**src/rtl/muldiv_if.sv**
```systemverilog
// Operand/result bundle between the issue stage and the iterative
// multiply/divide unit: request side (start, funct3, operands, flush)
// and response side (busy, done, result).
interface muldiv_if #(
    parameter int WIDTH = 32
);
    logic             start;
    logic [2:0]       funct3;
    logic [WIDTH-1:0] op_a;
    logic [WIDTH-1:0] op_b;
    logic             flush;
    logic             busy;
    logic             done;
    logic [WIDTH-1:0] result;

    // Issue stage drives requests and watches the handshake.
    modport master (
        output start, funct3, op_a, op_b, flush,
        input  busy, done, result
    );

    // Execution unit consumes requests and reports completion.
    modport slave (
        input  start, funct3, op_a, op_b, flush,
        output busy, done, result
    );
endinterface

```
**src/rtl/muldiv_unit.sv**
```systemverilog
// Iterative RV32M multiply/divide unit.
// One shift-add (multiply) or restoring-divide step per cycle, WIDTH steps.
// Signed operations run on magnitudes; the sign is fixed up as the last
// step lands, so the result is ready in the single DONE cycle.
// hi_reg/lo_reg are shared: {product_hi, product_lo} for multiply and
// {remainder, quotient} for divide.
module muldiv_unit #(
    parameter int WIDTH = 32,
    parameter int CNT_W = 6
) (
    input  logic     clk,
    input  logic     reset,
    muldiv_if.slave  bus
);
    typedef enum logic [1:0] {
        S_IDLE,
        S_BUSY,
        S_DONE
    } state_t;

    state_t             state_reg;
    logic [CNT_W-1:0]   cnt_reg;
    logic [2:0]         funct3_reg;
    logic [WIDTH-1:0]   hi_reg;
    logic [WIDTH-1:0]   lo_reg;
    logic [WIDTH-1:0]   mcand_reg;     // multiplicand magnitude, or divisor magnitude
    logic               neg_reg;       // product / quotient must be negated
    logic               neg_rem_reg;   // remainder must be negated
    logic [WIDTH-1:0]   result_reg;

    // Operand conditioning for the request currently on the bus.
    logic               a_signed;
    logic               b_signed;
    logic [WIDTH-1:0]   a_mag;
    logic [WIDTH-1:0]   b_mag;
    logic               is_div;
    logic               div_by_zero;

    // One iteration step and the sign-fixed final value.
    logic [WIDTH:0]     mul_sum;
    logic [WIDTH:0]     div_shift;
    logic [WIDTH+1:0]   div_diff;
    logic               div_ok;
    logic [WIDTH-1:0]   iter_hi;
    logic [WIDTH-1:0]   iter_lo;
    logic [2*WIDTH-1:0] prod_fix;
    logic [WIDTH-1:0]   quo_fix;
    logic [WIDTH-1:0]   rem_fix;
    logic [WIDTH-1:0]   final_res;
    logic               unused_diff_bit;

    // Decode signedness of the incoming op and form operand magnitudes.
    always_comb begin
        a_signed    = (bus.funct3 == 3'b001) || (bus.funct3 == 3'b010) ||
                      (bus.funct3 == 3'b100) || (bus.funct3 == 3'b110);
        b_signed    = (bus.funct3 == 3'b001) || (bus.funct3 == 3'b100) ||
                      (bus.funct3 == 3'b110);
        a_mag       = (a_signed && bus.op_a[WIDTH-1]) ? -bus.op_a : bus.op_a;
        b_mag       = (b_signed && bus.op_b[WIDTH-1]) ? -bus.op_b : bus.op_b;
        is_div      = bus.funct3[2];
        div_by_zero = is_div && (bus.op_b == '0);
    end

    // One multiply or divide step, plus the sign-corrected result it implies.
    always_comb begin
        // Shift-add: add multiplicand when multiplier LSB is set, then shift right.
        mul_sum   = {1'b0, hi_reg} + (lo_reg[0] ? {1'b0, mcand_reg} : '0);
        // Restoring divide: shift next dividend bit in, subtract if it fits.
        div_shift = {hi_reg, lo_reg[WIDTH-1]};
        div_diff  = {1'b0, div_shift} - {2'b00, mcand_reg};
        div_ok    = ~div_diff[WIDTH+1];
        unused_diff_bit = div_diff[WIDTH];
        if (funct3_reg[2]) begin
            iter_hi = div_ok ? div_diff[WIDTH-1:0] : div_shift[WIDTH-1:0];
            iter_lo = {lo_reg[WIDTH-2:0], div_ok};
        end else begin
            iter_hi = mul_sum[WIDTH:1];
            iter_lo = {mul_sum[0], lo_reg[WIDTH-1:1]};
        end
        prod_fix = neg_reg ? -{iter_hi, iter_lo} : {iter_hi, iter_lo};
        quo_fix  = neg_reg ? -iter_lo : iter_lo;
        rem_fix  = neg_rem_reg ? -iter_hi : iter_hi;
        if (funct3_reg[2]) begin
            final_res = funct3_reg[1] ? rem_fix : quo_fix;
        end else begin
            final_res = (funct3_reg[1:0] == 2'b00) ? prod_fix[WIDTH-1:0]
                                                   : prod_fix[2*WIDTH-1:WIDTH];
        end
    end

    // Control FSM and datapath registers.
    always_ff @(posedge clk) begin
        if (reset) begin
            state_reg   <= S_IDLE;
            cnt_reg     <= '0;
            funct3_reg  <= '0;
            hi_reg      <= '0;
            lo_reg      <= '0;
            mcand_reg   <= '0;
            neg_reg     <= 1'b0;
            neg_rem_reg <= 1'b0;
            result_reg  <= '0;
        end else begin
            case (state_reg)
                S_IDLE: begin
                    if (bus.start && !bus.flush) begin
                        funct3_reg  <= bus.funct3;
                        cnt_reg     <= '0;
                        hi_reg      <= '0;
                        neg_reg     <= (a_signed && bus.op_a[WIDTH-1]) ^
                                       (b_signed && bus.op_b[WIDTH-1]);
                        neg_rem_reg <= a_signed && bus.op_a[WIDTH-1];
                        lo_reg      <= is_div ? a_mag : b_mag;
                        mcand_reg   <= is_div ? b_mag : a_mag;
                        if (div_by_zero) begin
                            // Quotient of x/0 is all ones, remainder is x.
                            result_reg <= bus.funct3[1] ? bus.op_a : '1;
                            state_reg  <= S_DONE;
                        end else begin
                            state_reg  <= S_BUSY;
                        end
                    end
                end
                S_BUSY: begin
                    if (bus.flush) begin
                        state_reg <= S_IDLE;
                    end else begin
                        hi_reg  <= iter_hi;
                        lo_reg  <= iter_lo;
                        cnt_reg <= cnt_reg + CNT_W'(1);
                        if (cnt_reg == CNT_W'(WIDTH - 1)) begin
                            result_reg <= final_res;
                            state_reg  <= S_DONE;
                        end
                    end
                end
                S_DONE: begin
                    state_reg <= S_IDLE;
                end
                default: begin
                    state_reg <= S_IDLE;
                end
            endcase
        end
    end

    assign bus.busy   = (state_reg != S_IDLE);
    assign bus.done   = (state_reg == S_DONE);
    assign bus.result = result_reg;

endmodule

```
**src/flat_wrapper.sv**
```systemverilog
// flat-port wrapper written by rule: the top's interface ports become plain ports
module muldiv_unit_flat 
#(
    parameter int WIDTH = 32,
    parameter int CNT_W = 6
)
  (clk, reset, bus_start, bus_funct3, bus_op_a, bus_op_b, bus_flush, bus_busy, bus_done, bus_result);
  muldiv_if #(.WIDTH(WIDTH)) bus_i ();
  input  logic clk;
  input  logic reset;
  input wire logic [$bits(bus_i.start)-1:0] bus_start;
  input wire logic [$bits(bus_i.funct3)-1:0] bus_funct3;
  input wire logic [$bits(bus_i.op_a)-1:0] bus_op_a;
  input wire logic [$bits(bus_i.op_b)-1:0] bus_op_b;
  input wire logic [$bits(bus_i.flush)-1:0] bus_flush;
  output wire logic [$bits(bus_i.busy)-1:0] bus_busy;
  output wire logic [$bits(bus_i.done)-1:0] bus_done;
  output wire logic [$bits(bus_i.result)-1:0] bus_result;
  assign bus_i.start = bus_start;
  assign bus_i.funct3 = bus_funct3;
  assign bus_i.op_a = bus_op_a;
  assign bus_i.op_b = bus_op_b;
  assign bus_i.flush = bus_flush;
  assign bus_busy = bus_i.busy;
  assign bus_done = bus_i.done;
  assign bus_result = bus_i.result;
  muldiv_unit #(.WIDTH(WIDTH), .CNT_W(CNT_W)) u_core (.clk(clk), .reset(reset), .bus(bus_i));
endmodule
```
**config.mk**
```make
export PLATFORM = sky130hd
export DESIGN_NAME = muldiv_unit_flat
export DESIGN_NICKNAME = d
export VERILOG_FILES = /design/src/rtl/muldiv_if.sv /design/src/rtl/muldiv_unit.sv /design/src/flat_wrapper.sv
export SDC_FILE = /design/constraint.sdc
export NUM_CORES = 1
export LEC_CHECK = 0
export ABC_AREA = 1
export CAP_MARGIN = 40
export CORE_MARGIN = 2
export CORE_UTILIZATION = 47
export DETAILED_ROUTE_END_ITERATION = 7
export GPL_ROUTABILITY_DRIVEN = 0
export PLACE_DENSITY = 0.65
export SLEW_MARGIN = 20
export SYNTH_ARGS = -nofsm -noshare
export SYNTH_HDL_FRONTEND = slang
export SYNTH_SLANG_ARGS = --single-unit
```
**constraint.sdc**
```tcl
create_clock -name clk -period 4.9 [get_ports clk]
set_input_delay 0.735 -clock clk [delete_from_list [all_inputs] [get_ports clk]]
set_output_delay 0.735 -clock clk [all_outputs]
set_load 0.01 [all_outputs]
```
==> impl_metrics.tcl <==
set metrics [dict create \
    drt-vias-per-instance 5.87 \
    grt_overflow 0 \
    clockBufferDepth 2 \
    crit_arrival_ps 4970 \
    synthesis.instances 3308 \
    crit_required_ps 5290 \
    final.setup.worst_slack_ps 319 \
    syn_area_per_cell_sq_um 5.42 \
    end_kind "flop" \
    cellPowerDensity_mw_per_mm2 240 \
    drc 4 \
    synth_edf_count 0 \
    diodes 0 \
    cts.htree.levels 4 \
    final_util_pct 53.9 \
    wl_per_cell_microns 21.2 \
    row_count 71 \
    synth-seq-cells 141 \
    total_leakage_power_nw 10.1 \
    wl_mm 82.6 \
    fin_setup_tns_ps 0 \
    syn_nets 3450 \
    grt_pass1_vias 21100 \
    dp_hpwl_mm 65.2 \
    vias 22800 \
    synth_area_leaders "nand2_1 22%, dfxtp_1 16%, inv_1 9.4%" \
    cts_buffers 17 \
    timing_max_transition_violations_final 0 \
    io_buffers 104 \
    min_path_type "reg -> reg" \
    tightest_slew_ps 897 \
    holdBufCountCts 0 \
    critPathLaunchType "flop" \
    synth_top_area_cell "nand2_1" \
    cts_tree "yes" \
    fillers 3982 \
    placed_area_sq_mm 0.0195 \
    layout_min_cycle_time_ps 4580 \
    critical-path-top-delay-family "simple AND/OR/NAND/NOR gates" \
    synth.most_common_cell "nand2_1" \
    cts_sinks 141 \
    layout.nets 3507 \
    syn_to_final_growth_pct 12.9 \
    die_h_microns 199 \
    num_io_pins 105 \
    final-setup-viol-count 0 \
    hold_viol 0 \
    violations "design-rule violations" \
    dieWidth_microns 199 \
    synthArstFlopShare_pct 0 \
    core-area_sq_mm 0.0376 \
    finClkSkew_ps 14.7 \
    clk_pin_slew_ps 70 \
    status "complete, but fails checks" \
    ctsResizeCount 0 \
    clock_latency_ps 470 \
    design_area_sq_mm 0.0202 \
    slowest_stage "dfxtp_1" \
    synth.distinct_cells 55 \
    fmax_ghz 0.218 \
    syn-cell-area_sq_mm 0.0179 \
    synth_commonest_cells "1064 x nand2_1, 448 x inv_1, 312 x nor2_1" \
    grt_max_degree 74 \
    period_share_pct 93.5 \
    fin_cells 3889 \
    start_util_pct 47.7 \
    post_cts_buffers 0 \
    grtUsageTotal_pct 41.7 \
    path_max_fanout 33 \
    cpMostUsedCell "nand2_1" \
    synth-seq-area-share_pct 15.7 \
    dr.pass1.iters 8 \
    yosys.area.top_type_share_pct 22.3 \
    drive_gt1_share_pct 6.87 \
    dp.cells 3854 \
    rsz0062_at_grt "no" \
    max_slew_margin_pct 39.6 \
    max_cap_viol_count 0 \
    cp_num_buf_inv 4 \
    max_stage_delay_ps 510 \
    grt_pass1_wl_mm 124 \
    dp_slack_ps 646 \
    grt_antenna_before_repair 0 \
    final_antenna_net_count 0 \
    ir_drop_v 0.000254 \
    worstSetupPathType "reg -> reg" \
    synth_flop_cell "dfxtp_1" \
    yosysWarnings 0 \
    dr.first_iter.drc_count 3620 \
    die_area_sq_mm 0.0397 \
    cts_root_buf "clkbuf_16" \
]
==> worst paths after layout <==
path / slack [ps] / cells past startpoint / end / from
setup / recovery: 320 / 25 / u_core.bus.result[30] / u_core.mcand_reg[24]
hold / removal: 460 / 2 / u_core.bus.result[29] / u_core.bus.result[29]
setup reg to reg: 320 / 25 / u_core.bus.result[30] / u_core.mcand_reg[24]
hold reg to reg: 460 / 2 / u_core.bus.result[29] / u_core.bus.result[29]
==> tightest hold or removal path, stage by stage, from the launching register on <==
cell and delay [ps]:
dfxtp_1 310, nand2_1 60, a21oi_1 50
==> placed cells by master (no fill, tap or decap), types with 17 or more instances in the layout <==
cell type        count
o21ai_1             24
clkdlybuf4s50_1    103
o21ai_0            139
a21oi_1            232
inv_2               22
or2_2               17
clkbuf_16           17
buf_4               60
nor3_1              32
xor2_1              74
o211ai_1            48
ha_1                69
nand2_1           1064
nor2_2              21
dfxtp_1            139
nor2_1             309
inv_1              447
nand2_2             29
a31oi_1             22
nand3_1            278
nand4_1             43
xnor2_1             32
==> area by class of cell <==
cell class                      count  area, sq um  share of cell area (%)
Clock buffer                       19          433                    2.14
Clock inverter                     13          234                    1.16
Inverter                          477         1790                    8.85
Multi-Input combinational cell   2559        12700                    63.0
Sequential cell                   141         2830                    14.0
Tap cell                          511          639                    3.16
Timing Repair Buffer              169         1570                    7.76
==> kinds of logic after synthesis <==
family	after synthesis	share of synthesized area, %
compound gates	527	16.5
simple gates	1855	44.3
xor+xnor	106	5.18
flops	141	15.7
buf+inv	608	13.3
fa+ha+maj	71	5.04
==> per-stage QoR <==
step | power, mW | hold WS (ps)
global route | 5.05 | 490
floorplan | 2.56 | 456
global placement | 3.17 | 456
finish | 4.85 | 464
CTS | 4.74 | 467
detailed placement | 3.19 | 457
==> power breakdown <==
part | internal (mW) | switching (mW) | total, mW
sequential | 1.20 | 0.0477 | 1.25
combinational | 0.604 | 1.42 | 2.03
clock | 0.961 | 0.616 | 1.58
total | 2.76 | 2.08 | 4.85
==> layer usage <==
| metal | up-vias | wire, microns | GRT usage, % |
|---|---|---|---|
| li1 | 10700 | - | - |
| met2 | 1543 | 34700 | 64.2 |
| met1 | 10300 | 31400 | 51.4 |
| met3 | 317 | 10200 | 11.2 |
| met5 | - | 0 | 0 |
| met4 | 0 | 6330 | 26.7 |
(Power assumes the default switching activity.)
